## src/rtl/aes_slot_sched.sv

```systemverilog
// aes_slot_sched: slot scheduler for a time-interleaved AES core.
// Tracks which of the N rotating core slots hold a block, arbitrates two
// requesters round-robin into free slots, and reports each retiring block
// with the id/tag it was issued with.
module aes_slot_sched #(
    parameter int N = 4,
    parameter int W = 2,
    localparam int PW = (N > 1) ? $clog2(N) : 1
) (
    input  logic           clk,
    input  logic           rst,
    input  logic           start,
    input  logic           drain,
    input  logic [1:0]     req_valid,
    input  logic [2*W-1:0] req_tag,
    output logic [1:0]     req_ready,
    input  logic           core_accept,
    input  logic           core_done,
    output logic           core_load,
    output logic           core_src,
    output logic           resp_valid,
    output logic           resp_id,
    output logic [W-1:0]   resp_tag,
    output logic [PW-1:0]  slot_ptr,
    output logic [N-1:0]   slot_busy,
    output logic           drained,
    output logic           err_spurious
);

    logic [N-1:0]         slot_id;
    logic [N-1:0][W-1:0]  slot_tag;
    logic                 prio;

    logic                 busy_s;
    logic                 slot_free;
    logic                 grant;
    logic                 win;
    logic                 retire;
    logic                 spurious;
    logic [W-1:0]         win_tag;

    // Grant/retire decode for the slot currently at the core output.
    // A slot retiring this cycle counts as free so it can be refilled at once.
    always_comb begin
        busy_s    = slot_busy[slot_ptr];
        slot_free = ~busy_s | core_done;
        grant     = start & core_accept & ~drain & slot_free & (|req_valid);
        win       = (&req_valid) ? prio : req_valid[1];
        win_tag   = win ? req_tag[2*W-1:W] : req_tag[W-1:0];
        retire    = core_done & busy_s;
        spurious  = core_done & ~busy_s;
        req_ready = 2'b00;
        if (grant) req_ready = win ? 2'b10 : 2'b01;
        core_load = grant;
        core_src  = grant & win;
        drained   = drain & ~(|slot_busy);
    end

    // Slot pointer rotation, round-robin priority and sticky error flag.
    always_ff @(posedge clk) begin
        if (rst) begin
            slot_ptr     <= '0;
            prio         <= 1'b0;
            err_spurious <= 1'b0;
        end else begin
            if (start)
                slot_ptr <= (slot_ptr == PW'(N-1)) ? '0 : slot_ptr + PW'(1);
            if (grant)
                prio <= ~win;
            if (spurious)
                err_spurious <= 1'b1;
        end
    end

    // Per-slot occupancy and owner record; a grant on a retiring slot keeps
    // it busy and overwrites the owner.
    always_ff @(posedge clk) begin
        if (rst) begin
            slot_busy <= '0;
            slot_id   <= '0;
            slot_tag  <= '0;
        end else begin
            for (int i = 0; i < N; i++) begin
                if (slot_ptr == PW'(i)) begin
                    if (grant) begin
                        slot_busy[i] <= 1'b1;
                        slot_id[i]   <= win;
                        slot_tag[i]  <= win_tag;
                    end else if (retire) begin
                        slot_busy[i] <= 1'b0;
                    end
                end
            end
        end
    end

    // Registered response: one cycle after a retiring core_done, the old owner.
    always_ff @(posedge clk) begin
        if (rst) begin
            resp_valid <= 1'b0;
            resp_id    <= 1'b0;
            resp_tag   <= '0;
        end else begin
            resp_valid <= retire;
            if (retire) begin
                resp_id  <= slot_id[slot_ptr];
                resp_tag <= slot_tag[slot_ptr];
            end
        end
    end

endmodule

```

## config.mk

```make
export PLATFORM = sky130hd
export DESIGN_NAME = aes_slot_sched
export DESIGN_NICKNAME = d
export VERILOG_FILES = /design/src/rtl/aes_slot_sched.sv
export SDC_FILE = /design/constraint.sdc
export NUM_CORES = 1
export LEC_CHECK = 0
export CAP_MARGIN = 30
export CORE_ASPECT_RATIO = 0.9
export CORE_MARGIN = 2
export CORE_UTILIZATION = 43
export CTS_CLUSTER_DIAMETER = 150
export DETAILED_ROUTE_END_ITERATION = 8
export MAX_ROUTING_LAYER = met4
export PLACE_DENSITY = 0.81
export SLEW_MARGIN = 10
export SYNTH_ARGS = -nofsm -noshare
export SYNTH_HDL_FRONTEND = slang
export SYNTH_SLANG_ARGS = --single-unit
export TNS_END_PERCENT = 1
```

## constraint.sdc

```tcl
create_clock -name clk -period 2 [get_ports clk]
set_input_delay 0.4 -clock clk [delete_from_list [all_inputs] [get_ports clk]]
set_output_delay 0.4 -clock clk [all_outputs]
set_load 0.01 [all_outputs]
```

# After elaboration in Yosys (flattened, before gate mapping)
# Index checks and enable logic that the tools add are counted.
# classes
n_reduce_logical	13
n_bitwise	13
eq_ne	3
addsub	1
n_mux	13
magnitude_cmp	1
# ops
cell	n
$reduce_and 2->1	9
$mux 2	5
$and 1x1->1	8
$mux 1	5
$bmux 1 s2	2
$bmux 2 s2	1
$eq 2x2->1 const B	2
$not 1->1	4
$reduce_or 4->1	1
$lt 2x3->1 const B	1
$add 2x1->2 const B	1
$eq 2x1->1 const B	1
$logic_not 2->1	1
$reduce_bool 2->1	1
$reduce_or 2->1	1
$or 1x1->1	1
# word_totals
out_inout_bits	16
in_bits	12
elab_cells	62
regBits	24

# Logic depth before layout (Yosys ltp)
# Gate-level depths: netlist of the first run.
# logic_depth
word_depth	8
ltp_mapped	7

# Least setup slack after synthesis of the first run
# Ideal clock, no wire load.
# synth_timing
kind	reg2out
from	register slot_ptr[1]
to	output req_ready[1]
n_path_buf	2
t_arrival_ns	2.033
required_ns	1.600
setup_slack_ns	-0.433
stages_incl_launch_ff	6
path_cell_list	dfxtp_1 buf_6 mux4_2 a211oi_2 and2_1 buf_4
# synth_via
elab_chain_len	7
# synth_rtl
item	line	rtl
start: declaration	24	output logic [PW-1:0] slot_ptr,
start signal: assignment	67	slot_ptr <= (slot_ptr == PW'(N-1)) ? '0 : slot_ptr + PW'(1);
$bmux 1 s2	45	busy_s = slot_busy[slot_ptr];
$mux 1 (implied by the code)	45	
$not 1->1	46	slot_free = ~busy_s | core_done;
$or 1x1->1	46	
$and 1x1->1 (2 in series)	47	grant = start & core_accept & ~drain & slot_free & (|req_valid);
named net core_load	19	output logic core_load,
$mux 2	53	if (grant) req_ready = win ? 2'b10 : 2'b01;
end: declaration	16	output logic [1:0] req_ready,
# The timed path passes the listed nets, and every way through them passes these cells. The select of a mux whose other input is x is not followed.

# Worst setup path in the final report of the first run
# layout_timing
from	register slot_ptr[1]
to	output core_src
# layout_via
elab_chain_len	7
# layout_rtl
item	line	rtl
$bmux 1 s2	45	
$mux 1 (implied by the code)	45	
$not 1->1	46	
$or 1x1->1	46	
$and 1x1->1 (2 in series)	47	
$and 1x1->1	55	core_src = grant & win;
end: declaration	20	output logic core_src,
# Every way passes these cells. The select of a mux whose other input is x is not followed.

==> run_results.csv, run 1 <==
group,metric,value,unit
timing,setup_slack,-0.326,ns
timing,totalNegativeSetupSlack,-1.26,ns
route,dr.pass1.iters,8,
pwr,p_clk_frac,0.279,
layout,nFillCells,202,
layout,n_antenna_cell,0,
clocking,clockBufferDepth,2,
floorplan,die_area,3130,um2
global_routing,grt_usage,0.225,
timing,rsz0062_at_grt,"yes",
clocking,cts_htree_levels,1,
global_routing,overflow,0,
global_routing,antenna_found_initial,0,
route,num_vias,1053,
logic_synthesis,synth_area_per_cell,9.74,um2
logic_synthesis,synth-seq-area-share,0.415,
global_routing,grt_max_degree,14,
pwr,intPower,693,uW
pwr,switchingPower,234,uW
critical_path,crit_path_top_delay_cell,"mux4_2",
floorplan,die_y,53.2,um
timing,post-route-period-util,1.16,
layout,layout-drive-gt1-share,0.241,
place,dp.cells,192,
run,max-cap-violations,0,
layout,nets,187,
place,port_buffers,27,
floorplan,rows,17,
route,wl_per_cell,14.6,um
timing,timing.final.hold_violations,0,
layout,register_area,484,um2
clocking,ctsHoldBuffers,0,
clocking,cts_buffers,3,
route,drc,3,
critical_path,setup.worst_path.start,"slot_ptr[1]$_SDFFE_PP0P_",
timing,min_period,2.33,ns
layout,design_area,1680,um2
pwr,pwr-share-seq,0.535,
critical_path,endpoint,"core_src",
place,post_dp_cell_area,1620,um2
timing,clock-skew-final,0.0104,ns
route,ant_nets,0,
layout,layout.cells.non_filler,198,
layout,post-route-util,0.667,
layout,multi_input_area,631,um2
clocking,clkTransAtPathRegs,0.13,ns
layout,syn2layout_area_growth,44.6,%
global_routing,grt_pass1_vias,1104,
critical_path,r2r_slack,-0.02,ns
critical_path,critPathMaxStageDelay,0.54,ns
route,drtIter0Drc,13,
logic_synthesis,ys_ff_latch,24,
clocking,clkSinkCount,24,
pwr,p_leak,0.717,nW
floorplan,dieWidth,58.7,um
critical_path,crit_arrival,1.93,ns
timing,tightest_slew,0.328,ns
logic_synthesis,synth_cell_type_count,23,
critical_path,r2r_start,"slot_ptr[1]$_SDFFE_PP0P_",
hold_path,hp-class,"register to register",
timing,fmax,0.430,GHz
timing,drv_slew,0,
route,via_per_inst,5.32,
critical_path,cp_cell_sequence,"mux4_2 > a211oi_4 > buf_4 > and2_4 > buf_6",
place,routabilityCongestion,0.948,
critical_path,reg2reg_depth,4,
route,routed_wl,2.90,mm
clocking,tritoncts,"yes",
critical_path,start_kind,"register",
critical_path,end_kind,"primary output",
place,pre_cts_ws,-0.495,ns
pwr,p_sw_frac,0.253,
critical_path,cp.required,1.60,ns
floorplan,start_util,0.462,
critical_path,path_max_fanout,3,
pwr,peakVddDrop,0.000445,V
pwr,pwr-share-comb,0.186,
status,violations,"DRC, setup timing",
floorplan,num_io_pins,28,
floorplan,core_region_area,2510,um2
logic_synthesis,synth_nets,135,
critical_path,r2r-end,"slot_tag[2]$_SDFFE_PP0P_",
clocking,cts_root_buf,"clkbuf_4",
pwr,p_per_area,553,nW/um2
status,status,"finished, violations left",
place,hpwlAfterDp,2.30,mm
clocking,clock_latency,0.33,ns
critical_path,critPathKind,"register to primary output",
logic_synthesis,synth_warnings,0,
global_routing,grt_pass1_wl,5.01,mm
timing,slew_headroom,0.781,
logic_synthesis,synth_cells,119,
timing,setup_viol,8,
logic_synthesis,synthesis.area,1160,um2
==> state kept, by name, indices dropped and copies added, names as in the netlist <==
signal / cells
resp_id: 1
slot_id: 4
resp_valid: 1
slot_busy: 4
slot_tag: 8
err_spurious: 1
prio: 1
slot_ptr: 2
resp_tag: 2
==> cell usage in the layout (no fill, tap or decap), types with 6 or more instances in the layout <==
cell type	instances
clkdlybuf4s50_1	22
o21ai_0	6
nor2b_1	10
mux2_1	8
nor2_1	13
dfxtp_1	23
buf_4	25
inv_1	9
a21oi_1	10
==> repair_timing <==
action,CTS,global route
buffers inserted,2,0
gates resized for setup,20,1
setup endpoints to repair,14,13
pin swaps,5,1
==> per-stage QoR <==
step / hold slack [ns] / power (mW)
2_1_floorplan: 0.433 / 0.587
3_3_place_gp: 0.445 / 0.671
3_5_place_dp: 0.451 / 0.676
4_1_cts: 0.470 / 0.935
5_1_grt: 0.484 / 0.973
6_report: 0.469 / 0.927
==> layer usage <==
metal | share of wire | up-vias | global-route usage
li1 | - | 523 | -
met1 | 0.41 | 495 | 0.258
met2 | 0.52 | 30 | 0.395
met3 | 0.054 | 5 | 0.0489
met4 | 0.017 | 0 | 0.0682
met5 | 0 | - | -
==> critical path: cells and delay by family (launching register included) <==
family	cells	cell delay [ns]
AO/OA/AOI/OAI	1	0.25
buffers and inverters	2	0.26
flip-flops	1	0.38
AND/OR/NAND/NOR	1	0.16
multiplexers	1	0.54
==> how the worst min path moves through the flow <==
stage / from / end / slack, ns / cells past startpoint
floorplan: slot_id[2]$_SDFFE_PP0P_ / slot_id[2]$_SDFFE_PP0P_ / 0.43 / 2
global placement: slot_id[3]$_SDFFE_PP0P_ / slot_id[3]$_SDFFE_PP0P_ / 0.45 / 2
detailed placement: slot_id[1]$_SDFFE_PP0P_ / slot_id[1]$_SDFFE_PP0P_ / 0.45 / 2
CTS: slot_id[1]$_SDFFE_PP0P_ / slot_id[1]$_SDFFE_PP0P_ / 0.47 / 2
global route: slot_id[1]$_SDFFE_PP0P_ / slot_id[1]$_SDFFE_PP0P_ / 0.48 / 2
finish: slot_id[3]$_SDFFE_PP0P_ / slot_id[3]$_SDFFE_PP0P_ / 0.47 / 2
==> logic make-up (layout without fill, tap and decap cells) <==
group,count (synthesis),in the layout,share of synthesized area
compound gates,23,23,0.132
fa+ha+maj,4,4,0.0432
buf+inv,14,65,0.0551
flops,24,24,0.415
mux,17,17,0.199
simple gates,37,37,0.157
==> Yosys cell counts <==
cell / number / area, um2
mux2_1: 8 / 90.1
a21oi_1: 10 / 50.1
clkbuf_1: 2 / 7.51
nor2b_1: 10 / 62.6
dfxtp_1: 24 / 480
nand2_1: 5 / 18.8
ha_1: 4 / 50.1
nor3_1: 1 / 5.00
buf_6: 1 / 11.3
a2111o_1: 4 / 45.0
nor4_1: 1 / 6.26
nand3_1: 4 / 20.0
inv_1: 9 / 33.8
o211ai_1: 2 / 15.0
mux2i_1: 5 / 50.1
a211oi_2: 1 / 12.5
mux4_2: 4 / 90.1
and2_1: 2 / 12.5
o21ai_0: 6 / 30.0
buf_1: 1 / 3.75
nor2_1: 13 / 48.8
nand3b_1: 1 / 7.51
buf_4: 1 / 7.51
==> power by group through the flow <==
stage | Combinational, mW | Sequential, mW | Clock, mW
finish | 0.172 | 0.496 | 0.259
global route | 0.189 | 0.497 | 0.287
detailed placement | 0.170 | 0.507 | 0
floorplan | 0.0774 | 0.510 | 0
CTS | 0.172 | 0.496 | 0.267
global placement | 0.166 | 0.505 | 0
==> final cells by class <==
class	count	area share
well taps	28	0.0209
repair buffers	52	0.272
inverters	9	0.0202
multi-input cells	81	0.376
flip-flops and latches	24	0.289
clock buffers	4	0.0217
Note: power is estimated with default switching activity, not from simulation.
==> run 2, diff against run 1 <==
--- a/config.mk
+++ b/config.mk
@@ -8,11 +8,11 @@
 export CAP_MARGIN = 30
 export CORE_ASPECT_RATIO = 0.9
 export CORE_MARGIN = 2
-export CORE_UTILIZATION = 43
+export CORE_UTILIZATION = 48
 export CTS_CLUSTER_DIAMETER = 150
 export DETAILED_ROUTE_END_ITERATION = 8
 export MAX_ROUTING_LAYER = met4
-export PLACE_DENSITY = 0.81
+export PLACE_DENSITY = 0.85
 export SLEW_MARGIN = 10
 export SYNTH_ARGS = -nofsm -noshare
 export SYNTH_HDL_FRONTEND = slang
==> constraint.sdc (replaced) <==
create_clock -name clk -period 2.45 [get_ports clk]
set_input_delay 0.49 -clock clk [delete_from_list [all_inputs] [get_ports clk]]
set_output_delay 0.49 -clock clk [all_outputs]
set_load 0.01 [all_outputs]
==> run 2 against run 1 <==
- the flow now finishes without violations
- cell count fell by 2.5%
- highest routed layer unchanged
- global-route usage is 0.63 points higher
- critical path type unchanged
- via count shrank 0.85%
- critical path depth unchanged
- clock skew is 0.0072 ns lower
==> run_results.csv, run 2 (same netlist as run 1, synthesis figures left out) <==
group,metric,value,unit
place,port_buffers,27,
timing,timing.final.hold_violations,0,
critical_path,critPathKind,"register to primary output",
route,wl_per_cell,15.1,um
pwr,p_sw_frac,0.249,
layout,max_flop_register,"slot_tag",
pwr,p_per_area,464,nW/um2
timing,rsz0062_at_grt,"yes",
floorplan,die_area,2820,um2
hold_path,hp-class,"register to register",
clocking,cts_root_buf,"clkbuf_4",
route,dr.pass1.iters,4,
clocking,ctsHoldBuffers,0,
layout,layout-drive-gt1-share,0.217,
clocking,tritoncts,"yes",
layout,largest_reg_flops,8,
critical_path,crit_arrival,1.92,ns
route,num_vias,1044,
timing,clock-skew-final,0.00320,ns
route,via_per_inst,5.41,
critical_path,r2r_start,"slot_ptr[1]$_SDFFE_PP0P_",
timing,post-route-period-util,0.985,
route,drc,0,
timing,drv_slew,0,
hold_path,hold_start,"slot_id[2]$_SDFFE_PP0P_",
critical_path,setup.worst_path.start,"slot_ptr[1]$_SDFFE_PP0P_",
timing,min_period,2.41,ns
layout,reg_top3,"slot_tag x8, slot_busy x4, slot_id x4",
critical_path,r2r-end,"slot_tag[4]$_SDFFE_PP0P_",
critical_path,r2r_slack,0.26,ns
clocking,clkTransAtPathRegs,0.13,ns
clocking,clkSinkCount,24,
clocking,cts_buffers,3,
global_routing,met3_usage,0.0490,
pwr,total_power,750,uW
pwr,p_leak,0.694,nW
critical_path,cp.required,1.96,ns
pwr,p_clk_frac,0.276,
timing,slew_headroom,0.783,
floorplan,core_region_area,2220,um2
global_routing,grt_max_degree,27,
layout,n_antenna_cell,0,
run,max-cap-violations,0,
pwr,peakVddDrop,0.000409,V
global_routing,grt_pass1_wl,4.91,mm
status,status,"complete, no violations",
timing,setup_viol,0,
floorplan,rows,16,
critical_path,path_max_fanout,3,
global_routing,gr-max-usage-layer,"met2",
route,ant_nets,0,
floorplan,start_util,0.521,
global_routing,grt_usage,0.231,
global_routing,met1_usage,0.236,
critical_path,reg2reg_depth,5,
clocking,clockBufferDepth,2,
place,routabilityCongestion,0.906,
floorplan,die_y,50.6,um
timing,fmax,0.415,GHz
global_routing,antenna_found_initial,0,
floorplan,num_io_pins,28,
route,routed_wl,2.91,mm
global_routing,overflow,0,
route,drtIter0Drc,36,
pwr,switchingPower,187,uW
clocking,clock_latency,0.31,ns
layout,syn2layout_area_growth,39.6,%
pwr,intPower,563,uW
global_routing,grt_pass1_vias,1094,
place,hpwlAfterDp,2.27,mm
pwr,pwr-share-seq,0.539,
critical_path,start_kind,"register",
layout,nets,183,
pwr,pwr-share-comb,0.185,
floorplan,dieWidth,55.8,um
critical_path,endpoint,"req_ready[1]",
clocking,cts_htree_levels,1,
timing,totalNegativeSetupSlack,0,ns
global_routing,met2_usage,0.452,
timing,tightest_slew,0.325,ns
critical_path,end_kind,"primary output",
layout,layout_common_cells,"23 x dfxtp_1, 23 x clkdlybuf4s50_1, 21 x buf_4, 13 x nor2_1",
run 2: layout make-up:
class / instances / area [um2]
Clock buffer: 4 / 36.3
Fill cell: 181 / 604
Inverter: 9 / 33.8
Multi-Input combinational cell: 81 / 624
Sequential cell: 24 / 482
Tap cell: 27 / 33.8
Timing Repair Buffer: 48 / 408
run 2: power by group through the flow:
stage                     sequential [mW]  combinational (mW)  clock [mW]
after floorplan                     0.416              0.0622           0
after global placement              0.412               0.131           0
after detailed placement            0.413               0.137           0
after CTS                           0.405               0.139       0.212
after global routing                0.406               0.152       0.221
final                               0.404               0.139       0.207
run 2: worst min path at each step:
stage	to	slack, ns	cells after the start
after detailed placement	slot_id[2]$_SDFFE_PP0P_	0.46	2
final	slot_id[2]$_SDFFE_PP0P_	0.47	2
after global routing	slot_id[2]$_SDFFE_PP0P_	0.48	2
after floorplan	slot_id[2]$_SDFFE_PP0P_	0.43	2
after CTS	slot_id[2]$_SDFFE_PP0P_	0.47	2
after global placement	slot_id[2]$_SDFFE_PP0P_	0.44	2
run 2: stage by stage:
stage / area, um2 / setup WS (ns) / util / std cells / hold slack [ns]
after detailed placement: 1580 / -0.253 / 0.709 / 186 / 0.456
after global routing: 1620 / -0.0405 / 0.728 / 193 / 0.483
after floorplan: 1170 / 0.0132 / - / 119 / 0.433
final: 1620 / 0.0376 / 0.728 / 193 / 0.474
after CTS: 1630 / -0.0728 / 0.733 / 192 / 0.475
after global placement: 1580 / -0.190 / 0.709 / 186 / 0.440
run 2: critical path, cell delays in order, from the launching register on:
cell and delay, ns:
dfxtp_2 0.36, mux4_2 0.55, a211oi_4 0.27, buf_4 0.15
and2_4 0.14, buf_2 0.13
run 2: per-layer routing:
| metal | vias up | part of all wire |
|---|---|---|
| met3 | 2 | 0.036 |
| met4 | 0 | 0.0041 |
| met1 | 511 | 0.39 |
| met2 | 20 | 0.57 |
| li1 | 511 | - |
| met5 | - | 0 |
run 2: what timing repair did:
| action | in CTS | in global routing |
|---|---|---|
| pin swaps | 2 | 1 |
| endpoints found under the setup margin | 4 | 4 |
| endpoints found under the hold margin | 0 | 0 |
| buffers inserted | 2 | 1 |
| resized for setup | 8 | 8 |
==> run 3, diff against run 2 <==
--- a/config.mk
+++ b/config.mk
@@ -12,7 +12,8 @@
 export CTS_CLUSTER_DIAMETER = 150
 export DETAILED_ROUTE_END_ITERATION = 8
 export MAX_ROUTING_LAYER = met4
-export PLACE_DENSITY = 0.85
+export PLACE_DENSITY = 0.78
+export SKIP_CTS_REPAIR_TIMING = 1
 export SLEW_MARGIN = 10
 export SYNTH_ARGS = -nofsm -noshare
 export SYNTH_HDL_FRONTEND = slang
==> run 3 against run 2 <==
- die area did not move
- setup slack improved by 0.023 ns
- hold slack got worse by 0.0085 ns
- critical path type unchanged
- critical endpoint unchanged
- flip-flop and latch count did not move
- clock skew rose by 0.0068 ns
- wire length fell by 9.0%
- clock-buffer cell count fell by 1
- final area fell by 0.39%
- first-iteration DRC count fell by 69%
- global-route usage fell by 2.6 points
- total power fell by 5.3%
==> run_results.csv, run 3 (same netlist as run 1, synthesis figures left out) <==
group,metric,value,unit
status,status,"complete, no violations",
place,routabilityCongestion,0.916,
clocking,cts_htree_levels,1,
floorplan,core_region_area,2220,um2
layout,nets,180,
layout,multi_input_area,624,um2
timing,min_period,2.39,ns
critical_path,cp.required,1.96,ns
floorplan,dieWidth,55.8,um
layout,post-route-util,0.725,
layout,layout_common_cells,"23 x dfxtp_1, 23 x clkdlybuf4s50_1, 18 x buf_4, 13 x nor2_1",
layout,layout-drive-gt1-share,0.173,
route,ant_nets,0,
global_routing,overflow,0,
critical_path,end_kind,"primary output",
hold_path,hp-class,"register to register",
clocking,cts_buffers,3,
clocking,clkTransAtPathRegs,0.12,ns
route,dr.pass1.iters,4,
clocking,clock_latency,0.31,ns
layout,nFillCells,181,
layout,layout.cells.non_filler,189,
route,num_vias,1014,
global_routing,grt_pass1_wl,4.26,mm
layout,max_flop_register,"slot_tag",
floorplan,die_area,2820,um2
global_routing,antenna_found_initial,0,
layout,register_area,482,um2
floorplan,rows,16,
timing,slew_headroom,0.768,
layout,reg_top3,"slot_tag x8, slot_busy x4, slot_id x4",
place,port_buffers,27,
pwr,p_per_area,440,nW/um2
floorplan,die_y,50.6,um
layout,n_antenna_cell,0,
route,routed_wl,2.65,mm
timing,post-route-period-util,0.975,
clocking,tritoncts,"yes",
clocking,cts_root_buf,"clkbuf_4",
timing,drv_slew,0,
global_routing,grt_usage,0.205,
critical_path,start_kind,"register",
critical_path,path_max_fanout,4,
run,max-cap-violations,0,
route,via_per_inst,5.37,
route,wl_per_cell,14.0,um
critical_path,crit_arrival,1.90,ns
timing,clock-skew-final,0.0100,ns
layout,largest_reg_flops,8,
place,dp.cells,186,
timing,setup_viol,0,
global_routing,grt_pass1_vias,973,
route,drc,0,
global_routing,grt_max_degree,15,
clocking,clockBufferDepth,2,
layout,syn2layout_area_growth,39.1,%
timing,tightest_slew,0.348,ns
clocking,clkSinkCount,24,
pwr,p_leak,0.735,nW
critical_path,critPathKind,"register to primary output",
timing,fmax,0.419,GHz
place,hpwlAfterDp,2.08,mm
floorplan,start_util,0.521,
pwr,peakVddDrop,0.000590,V
route,drtIter0Drc,11,
floorplan,num_io_pins,28,
timing,timing.final.hold_violations,0,
[run 3: cell count changes in the layout (fill, tap and decap cells not counted), sizes merged]
| cell | delta |
|---|---|
| clkbuf | -3 |
| buf | -5 |
| dlymetal6s2s | +4 |
[run 3: through the flow]
step | hold slack (ns) | instance area (um2) | power [mW] | setup TNS [ns] | setup WS, ns
floorplan | 0.433 | 1170 | 0.478 | 0 | 0.0132
global placement | 0.443 | 1580 | 0.545 | -0.644 | -0.207
detailed placement | 0.449 | 1580 | 0.549 | -0.777 | -0.247
CTS | 0.467 | 1600 | 0.715 | -1.29 | -0.372
global route | 0.480 | 1610 | 0.740 | -0.0262 | -0.0159
finish | 0.466 | 1610 | 0.710 | 0 | 0.0610
[run 3: final timing paths]
kind                            start                        to  slack (ns)  cells past startpoint
max          slot_ptr[1]$_SDFFE_PP0P_              req_ready[1]        0.06                      4
max reg2reg  slot_ptr[1]$_SDFFE_PP0P_  slot_tag[5]$_SDFFE_PP0P_        0.40                      4
min reg2reg   slot_id[3]$_SDFFE_PP0P_   slot_id[3]$_SDFFE_PP0P_        0.47                      2
min           slot_id[3]$_SDFFE_PP0P_   slot_id[3]$_SDFFE_PP0P_        0.47                      2
[run 3: worst max-delay path: stages (launching register included)]
cell and delay [ns]:
dfxtp_2 0.36, mux4_2 0.55, a211oi_4 0.31, and2_4 0.21, dlymetal6s2s_1 0.16
[run 3: routing by layer]
metal	global-route usage	part of all wire
met2	0.351	0.50
met4	0.0772	0.017
met1	0.233	0.44
met5	-	0
met3	0.0515	0.042
[run 3: area by class of cell]
type	count	share of cell area
clock buffers	3	0.0140
flip-flops and latches	24	0.299
well taps	27	0.0210
inverters	9	0.0210
repair buffers	45	0.258
multi-input cells	81	0.387
[run 3: where the power goes]
group	leakage (nW)	total [mW]	internal, mW	switching, mW
combinational	0.526	0.137	0.0724	0.0650
sequential	0.195	0.404	0.399	0.00490
clock	0.0138	0.168	0.0576	0.111
